$ cat config.mk
export PLATFORM = sky130hd
export DESIGN_NAME = cache_arbiter
export DESIGN_NICKNAME = d
export VERILOG_FILES = /design/src/rtl/cache_arbiter_pkg.sv /design/src/rtl/cache_arbiter_arb_select.sv /design/src/rtl/cache_arbiter.sv
export SDC_FILE = /design/constraint.sdc
export NUM_CORES = 1
export LEC_CHECK = 0
export ABC_AREA = 1
export CAP_MARGIN = 10
export CORE_MARGIN = 10
export CORE_UTILIZATION = 48
export DETAILED_ROUTE_END_ITERATION = 10
export HOLD_SLACK_MARGIN = 0.05
export PLACE_DENSITY_LB_ADDON = 0.2
export SYNTH_ARGS = -nofsm -noshare
export SYNTH_HDL_FRONTEND = slang
export SYNTH_SLANG_ARGS = --single-unit
$ cat constraint.sdc
create_clock -name clk -period 2.03 [get_ports clk]
set_clock_uncertainty 0.15 [all_clocks]
set_input_delay 0.406 -clock clk [delete_from_list [all_inputs] [get_ports clk]]
set_output_delay 0.406 -clock clk [all_outputs]
set_load 0.05 [all_outputs]
$ cat src/rtl/cache_arbiter_pkg.sv
// Shared cache package: FSM state encoding, default parameter values,
// the latched-operation payload and a width helper for the D streak counter.
package cache_arbiter_pkg;

    localparam int unsigned DEF_WORD_SIZE    = 16;
    localparam int unsigned DEF_STARVE_LIMIT = 3;
    localparam int unsigned DEF_MIN_WAIT     = 2;

    typedef enum logic [1:0] {
        ST_IDLE  = 2'd0,
        ST_ISSUE = 2'd1,
        ST_WAIT  = 2'd2,
        ST_DONE  = 2'd3
    } arb_state_e;

    // Operation captured at grant time and held until the transaction ends.
    typedef struct packed {
        logic owner_d;
        logic is_wr;
    } req_op_t;

    // Bits needed to count 0..limit (at least one bit).
    function automatic int unsigned streak_width(input int unsigned limit);
        int unsigned w;
        w = 1;
        while ((1 << w) <= limit) begin
            w = w + 1;
        end
        return w;
    endfunction

endpackage

$ cat src/rtl/cache_arbiter_arb_select.sv
// arb_select: D-favouring grant selection with an anti-starvation streak
// counter for the I port.
// Ports:
//   clk, reset_n   clock, synchronous active-low reset
//   i_ireq         instruction-fetch request pending
//   i_dreq         data request (read or write) pending
//   i_grant_en     a grant is taken this cycle if any request is present
//   o_any_req_c    combinational: some request is present
//   o_grant_d_c    combinational: D wins the current arbitration
module arb_select
    import cache_arbiter_pkg::*;
#(
    parameter int unsigned STARVE_LIMIT = DEF_STARVE_LIMIT
) (
    input  logic clk,
    input  logic reset_n,
    input  logic i_ireq,
    input  logic i_dreq,
    input  logic i_grant_en,
    output logic o_any_req_c,
    output logic o_grant_d_c
);

    localparam int unsigned     SW    = streak_width(STARVE_LIMIT);
    localparam logic [SW-1:0]   LIMIT = SW'(STARVE_LIMIT);

    logic [SW-1:0] r_d_streak;
    logic          w_starved;

    // I has waited through the maximum run of D grants.
    assign w_starved   = i_ireq && (r_d_streak == LIMIT);
    assign o_any_req_c = i_ireq || i_dreq;
    assign o_grant_d_c = i_dreq && !w_starved;

    // Streak counts D grants made while I was waiting; any other grant clears it.
    always_ff @(posedge clk) begin
        if (!reset_n) begin
            r_d_streak <= '0;
        end else if (i_grant_en && o_any_req_c) begin
            if (o_grant_d_c && i_ireq) begin
                if (r_d_streak != LIMIT) begin
                    r_d_streak <= r_d_streak + SW'(1);
                end
            end else begin
                r_d_streak <= '0;
            end
        end
    end

endmodule

$ cat src/rtl/cache_arbiter.sv
// cache_arbiter: shares one cache request port between an instruction-fetch
// port (I) and a data port (D). One transaction at a time:
// IDLE -> ISSUE (one-cycle strobe) -> WAIT (>= MIN_WAIT cycles, until the
// cache is not busy) -> DONE (one-cycle ack) -> IDLE.
// Ports:
//   clk, reset_n                        clock, synchronous active-low reset
//   i_req, i_addr / i_ack, i_rdata      I port request and completion
//   d_rd_req, d_wr_req, d_addr, d_wdata D port request
//   d_ack, d_rdata                      D port completion
//   cache_read_req, cache_write_req     cache strobes (ISSUE cycle only)
//   req_addr, req_data                  latched cache address / write data
//   is_cache_processing, resultData     cache busy flag and read data
//   owner_d                             current grant belongs to D
//   i_grant_cnt, d_grant_cnt            wrapping grant counters
module cache_arbiter
    import cache_arbiter_pkg::*;
#(
    parameter int unsigned WORD_SIZE    = DEF_WORD_SIZE,
    parameter int unsigned STARVE_LIMIT = DEF_STARVE_LIMIT,
    parameter int unsigned MIN_WAIT     = DEF_MIN_WAIT
) (
    input  logic                 clk,
    input  logic                 reset_n,
    input  logic                 i_req,
    input  logic [WORD_SIZE-1:0] i_addr,
    output logic                 i_ack,
    output logic [WORD_SIZE-1:0] i_rdata,
    input  logic                 d_rd_req,
    input  logic                 d_wr_req,
    input  logic [WORD_SIZE-1:0] d_addr,
    input  logic [WORD_SIZE-1:0] d_wdata,
    output logic                 d_ack,
    output logic [WORD_SIZE-1:0] d_rdata,
    output logic                 cache_read_req,
    output logic                 cache_write_req,
    output logic [WORD_SIZE-1:0] req_addr,
    output logic [WORD_SIZE-1:0] req_data,
    input  logic                 is_cache_processing,
    input  logic [WORD_SIZE-1:0] resultData,
    output logic                 owner_d,
    output logic [WORD_SIZE-1:0] i_grant_cnt,
    output logic [WORD_SIZE-1:0] d_grant_cnt
);

    localparam int unsigned       WAIT_W   = 16;
    localparam logic [WAIT_W-1:0] WAIT_THR = WAIT_W'((MIN_WAIT > 0) ? (MIN_WAIT - 1) : 0);

    arb_state_e           r_state;
    req_op_t              r_op;
    logic [WAIT_W-1:0]    r_wait_cnt;
    logic [WORD_SIZE-1:0] r_req_addr;
    logic [WORD_SIZE-1:0] r_req_data;
    logic                 r_cache_rd;
    logic                 r_cache_wr;
    logic                 r_i_ack;
    logic                 r_d_ack;
    logic [WORD_SIZE-1:0] r_i_rdata;
    logic [WORD_SIZE-1:0] r_d_rdata;
    logic [WORD_SIZE-1:0] r_i_cnt;
    logic [WORD_SIZE-1:0] r_d_cnt;

    logic w_any_req;
    logic w_grant_d;
    logic w_grant_en;
    logic w_wait_done;

    assign w_grant_en  = (r_state == ST_IDLE);
    assign w_wait_done = (r_wait_cnt >= WAIT_THR) && !is_cache_processing;

    arb_select #(
        .STARVE_LIMIT (STARVE_LIMIT)
    ) u_arb (
        .clk         (clk),
        .reset_n     (reset_n),
        .i_ireq      (i_req),
        .i_dreq      (d_rd_req || d_wr_req),
        .i_grant_en  (w_grant_en),
        .o_any_req_c (w_any_req),
        .o_grant_d_c (w_grant_d)
    );

    // Transaction FSM with registered strobes, acks, read data and counters.
    always_ff @(posedge clk) begin
        if (!reset_n) begin
            r_state    <= ST_IDLE;
            r_op       <= '0;
            r_wait_cnt <= '0;
            r_req_addr <= '0;
            r_req_data <= '0;
            r_cache_rd <= 1'b0;
            r_cache_wr <= 1'b0;
            r_i_ack    <= 1'b0;
            r_d_ack    <= 1'b0;
            r_i_rdata  <= '0;
            r_d_rdata  <= '0;
            r_i_cnt    <= '0;
            r_d_cnt    <= '0;
        end else begin
            // Strobes and acks are single-cycle pulses.
            r_cache_rd <= 1'b0;
            r_cache_wr <= 1'b0;
            r_i_ack    <= 1'b0;
            r_d_ack    <= 1'b0;
            case (r_state)
                ST_IDLE: begin
                    if (w_any_req) begin
                        r_op.owner_d <= w_grant_d;
                        if (w_grant_d) begin
                            // Simultaneous read and write is taken as a write.
                            r_op.is_wr <= d_wr_req;
                            r_req_addr <= d_addr;
                            r_req_data <= d_wdata;
                            r_cache_rd <= !d_wr_req;
                            r_cache_wr <= d_wr_req;
                            r_d_cnt    <= r_d_cnt + WORD_SIZE'(1);
                        end else begin
                            r_op.is_wr <= 1'b0;
                            r_req_addr <= i_addr;
                            r_req_data <= '0;
                            r_cache_rd <= 1'b1;
                            r_i_cnt    <= r_i_cnt + WORD_SIZE'(1);
                        end
                        r_state <= ST_ISSUE;
                    end
                end
                ST_ISSUE: begin
                    r_wait_cnt <= '0;
                    r_state    <= ST_WAIT;
                end
                ST_WAIT: begin
                    if (r_wait_cnt != '1) begin
                        r_wait_cnt <= r_wait_cnt + WAIT_W'(1);
                    end
                    if (w_wait_done) begin
                        r_state <= ST_DONE;
                        if (r_op.owner_d) begin
                            r_d_ack <= 1'b1;
                            if (!r_op.is_wr) begin
                                r_d_rdata <= resultData;
                            end
                        end else begin
                            r_i_ack <= 1'b1;
                            if (!r_op.is_wr) begin
                                r_i_rdata <= resultData;
                            end
                        end
                    end
                end
                ST_DONE: begin
                    r_state <= ST_IDLE;
                end
                default: begin
                    r_state <= ST_IDLE;
                end
            endcase
        end
    end

    assign i_ack           = r_i_ack;
    assign d_ack           = r_d_ack;
    assign i_rdata         = r_i_rdata;
    assign d_rdata         = r_d_rdata;
    assign cache_read_req  = r_cache_rd;
    assign cache_write_req = r_cache_wr;
    assign req_addr        = r_req_addr;
    assign req_data        = r_req_data;
    assign owner_d         = r_op.owner_d;
    assign i_grant_cnt     = r_i_cnt;
    assign d_grant_cnt     = r_d_cnt;

endmodule

==> flow_summary.json <==
{
  "cts_root_buffer": "clkbuf_16",
  "antenna_cells": 0,
  "maxCapViolCount": 0,
  "cts_tree": "yes",
  "finalCritPeriodShare_pct": 88.9,
  "place_hpwl_um": 12800,
  "fin_area_um2": 8190,
  "die_w_um": 130,
  "cts-htree-levels": 4,
  "syn-cell-area_um2": 5760,
  "ys_warn_count": 0,
  "clk_pin_slew_ns": 0.05,
  "async_flop_share_pct": 0,
  "irDropWorstVdd_mv": 0.738,
  "core_area_um2": 11600,
  "viasPerCell": 4.89,
  "hp-class": "input port to register",
  "ys.flop_type": "dfxtp_1",
  "setup_viol_count_final": 0,
  "crit_path_max_fanout": 32,
  "synth_cell_type_count": 31,
  "grt_usage_pct": 20.1,
  "rrSetupSlack_ns": 0.22,
  "clock-sinks": 122,
  "fin_nets": 1160,
  "drt-total-wl_um": 17000,
  "vias": 6034,
  "synth_edf_count": 0,
  "timing.rr.start": "r_wait_cnt[1]",
  "clkLatencyLatePin_ns": 0.41,
  "slowest_stage": "dfxtp_1",
  "whs_path_depth": 3,
  "synthCells": 882,
  "grt_setup_unrepaired": "false",
  "synthTopCellsByCount": "nand2_1, nor2_1, dfxtp_1",
  "avgSynthCellArea_um2": 6.53,
  "dpl-instance-area_um2": 7610,
  "synth.most_common_cell": "nand2_1",
  "min_from": "reset_n",
  "crit_type": "register to register",
  "io_buffers": 170,
  "cts_buffers": 17,
  "cp_data_arrival_time_ns": 1.96,
  "worstPathCellList": "inv_1 -> ha_1 -> nor2_1 -> nand2_1 -> nor2_1 -> nand2_1 -> nand4_1 -> buf_12 -> nand2_1 -> nand2_1 -> nor2_1",
  "synth_seq_area_share_pct": 42.4,
  "total_power_mw": 8.98,
  "ant_nets": 0,
  "row_count": 39,
  "pin_count": 171,
  "relSlewSlack_pct": 73.5,
  "synth_top_area_cell": "dfxtp_1",
  "grt_pass1_wl_um": 27000,
  "slew_violations": 0,
  "fillers": 1026,
  "drt_iter0_drc": 390,
  "cpMostUsedCell": "nand2_1",
  "timing.fmax_mhz": 554,
  "clk_path_buf_depth": 2,
  "cp-start-kind": "register",
  "synth.top_cell.area_share_pct": 42.4,
  "syn_nets": 961,
  "yosys-top-cells-area": "dfxtp_1, nand2_1, nor2_1",
  "start_util_pct": 49.8,
  "critPathCaptureType": "register",
  "tightest_slew_ns": 0.394,
  "status": "complete, no violations",
  "p_per_area_nw_per_um2": 1100,
  "r2r.worst_path.cells": 11,
  "die_h_um": 130,
  "layout-drive-gt1-share_pct": 17.2,
  "worstReg2RegEnd": "d_rdata[3]",
  "first_pass_iters": 5,
  "hold_end": "cache_write_req",
  "antenna_found_initial": 0,
  "p_leak_nw": 3.74,
  "cpPeakStageDelay_ns": 0.39,
  "ys_ff_latch": 122,
  "hold_violations": 0,
  "routabilityCongestion": 0.879,
  "fin_crit_ns": 1.81,
  "areaGrowthSynthToFinish_pct": 42.1,
  "grt_max_degree": 40,
  "wire_per_inst_um": 13.7,
  "first_global_vias": 5678,
  "grt.overflow.total": 0,
  "drc": 0,
  "die_area_um2": 16800,
  "crit_required_ns": 2.18,
  "hold_buffers": 0
}
[worst max-delay path: cells and delay by family (launching register included)]
kind | cells | cell delay, ns
flip-flops | 1 | 0.39
AND/OR/NAND/NOR | 8 | 0.70
buffers and inverters | 2 | 0.28
adder cells (fa/ha/maj) | 1 | 0.18
[routing by layer]
layer | GRT usage [%] | vias to the layer above | wire, um
met3 | 10.8 | 31 | 1710
met4 | 8.27 | 0 | 374
met1 | 21.3 | 2654 | 6800
met5 | 0 | - | 0
met2 | 33.1 | 186 | 8090
li1 | - | 3163 | -
[worst max-delay path by stage]
| stage | from | end | cells after the start |
|---|---|---|---|
| 2_1_floorplan | i_grant_cnt[0] | i_grant_cnt[8] | 8 |
| 3_3_place_gp | d_rd_req | req_addr[15] | 11 |
| 3_5_place_dp | d_rd_req | req_addr[15] | 11 |
| 4_1_cts | r_wait_cnt[0] | r_wait_cnt[15] | 8 |
| 5_1_grt | r_wait_cnt[0] | r_wait_cnt[15] | 8 |
| 6_report | r_wait_cnt[1] | d_rdata[3] | 11 |
[stage by stage]
stage               TNS (ns)  utilization (%)  instances  hold slack [ns]  setup slack (ns)
floorplan                  0                -        882            0.293            0.0118
global placement       -2.73             65.8       1204            0.302            -0.122
detailed placement     -3.76             65.8       1204            0.306            -0.137
CTS                        0             70.7       1234            0.170             0.155
global route               0             70.8       1235            0.190           0.00825
finish                     0             70.8       1235            0.193             0.225
[final cells by class]
type / count / area, um2 / share of cell area (%)
multi-input cells: 634 / 2820 / 34.5
flip-flops and latches: 122 / 2440 / 29.8
repair buffers: 215 / 1830 / 22.4
clock buffers: 23 / 478 / 5.84
inverters: 91 / 342 / 4.17
well taps: 143 / 179 / 2.19
clock inverters: 7 / 91.3 / 1.12
[state kept, by name, summed over array words and instances (netlist names)]
register          flops
i_rdata              16
r_wait_cnt           16
d_grant_cnt          16
d_ack                 1
i_ack                 1
r_op                  1
i_grant_cnt          16
cache_read_req        1
r_state               2
owner_d               1
cache_write_req       1
u_arb.r_d_streak      2
d_rdata              16
req_data             16
req_addr             16
[where the power goes]
group / total, mW / internal (mW) / switching (mW)
logic: 3.21 / 1.14 / 2.07
registers: 2.88 / 2.69 / 0.188
clock network: 2.90 / 1.88 / 1.01
[timing repair]
item / CTS / global route
resized for setup: 0 / 0
buffers inserted: 0 / 1
endpoints found under the setup margin: 0 / 3
[cell families after synthesis]
| kind of cell | after synthesis | share of synthesized area (%) |
|---|---|---|
| simple gates | 506 | 35.7 |
| buf+inv | 126 | 8.67 |
| flops | 122 | 42.4 |
| compound gates | 112 | 10.2 |
| fa+ha+maj | 9 | 1.95 |
| xor+xnor | 7 | 1.06 |
[placed cells by master (no fill, tap or decap), drive strengths merged, types with 3 or more instances in the layout]
master and instances:
xor2 3, inv 92, o21ai 31, buf 147, nand3b 6, or2 3
clkinv 3, nor3 12, xnor2 4, nand2 254, clkdlybuf4s50 68, ha 9
nor2 175, clkbuf 23, nand4 10, nand3 40, dfxtp 122, a21oi 76
No activity file was read; power rests on OpenSTA's default activity.
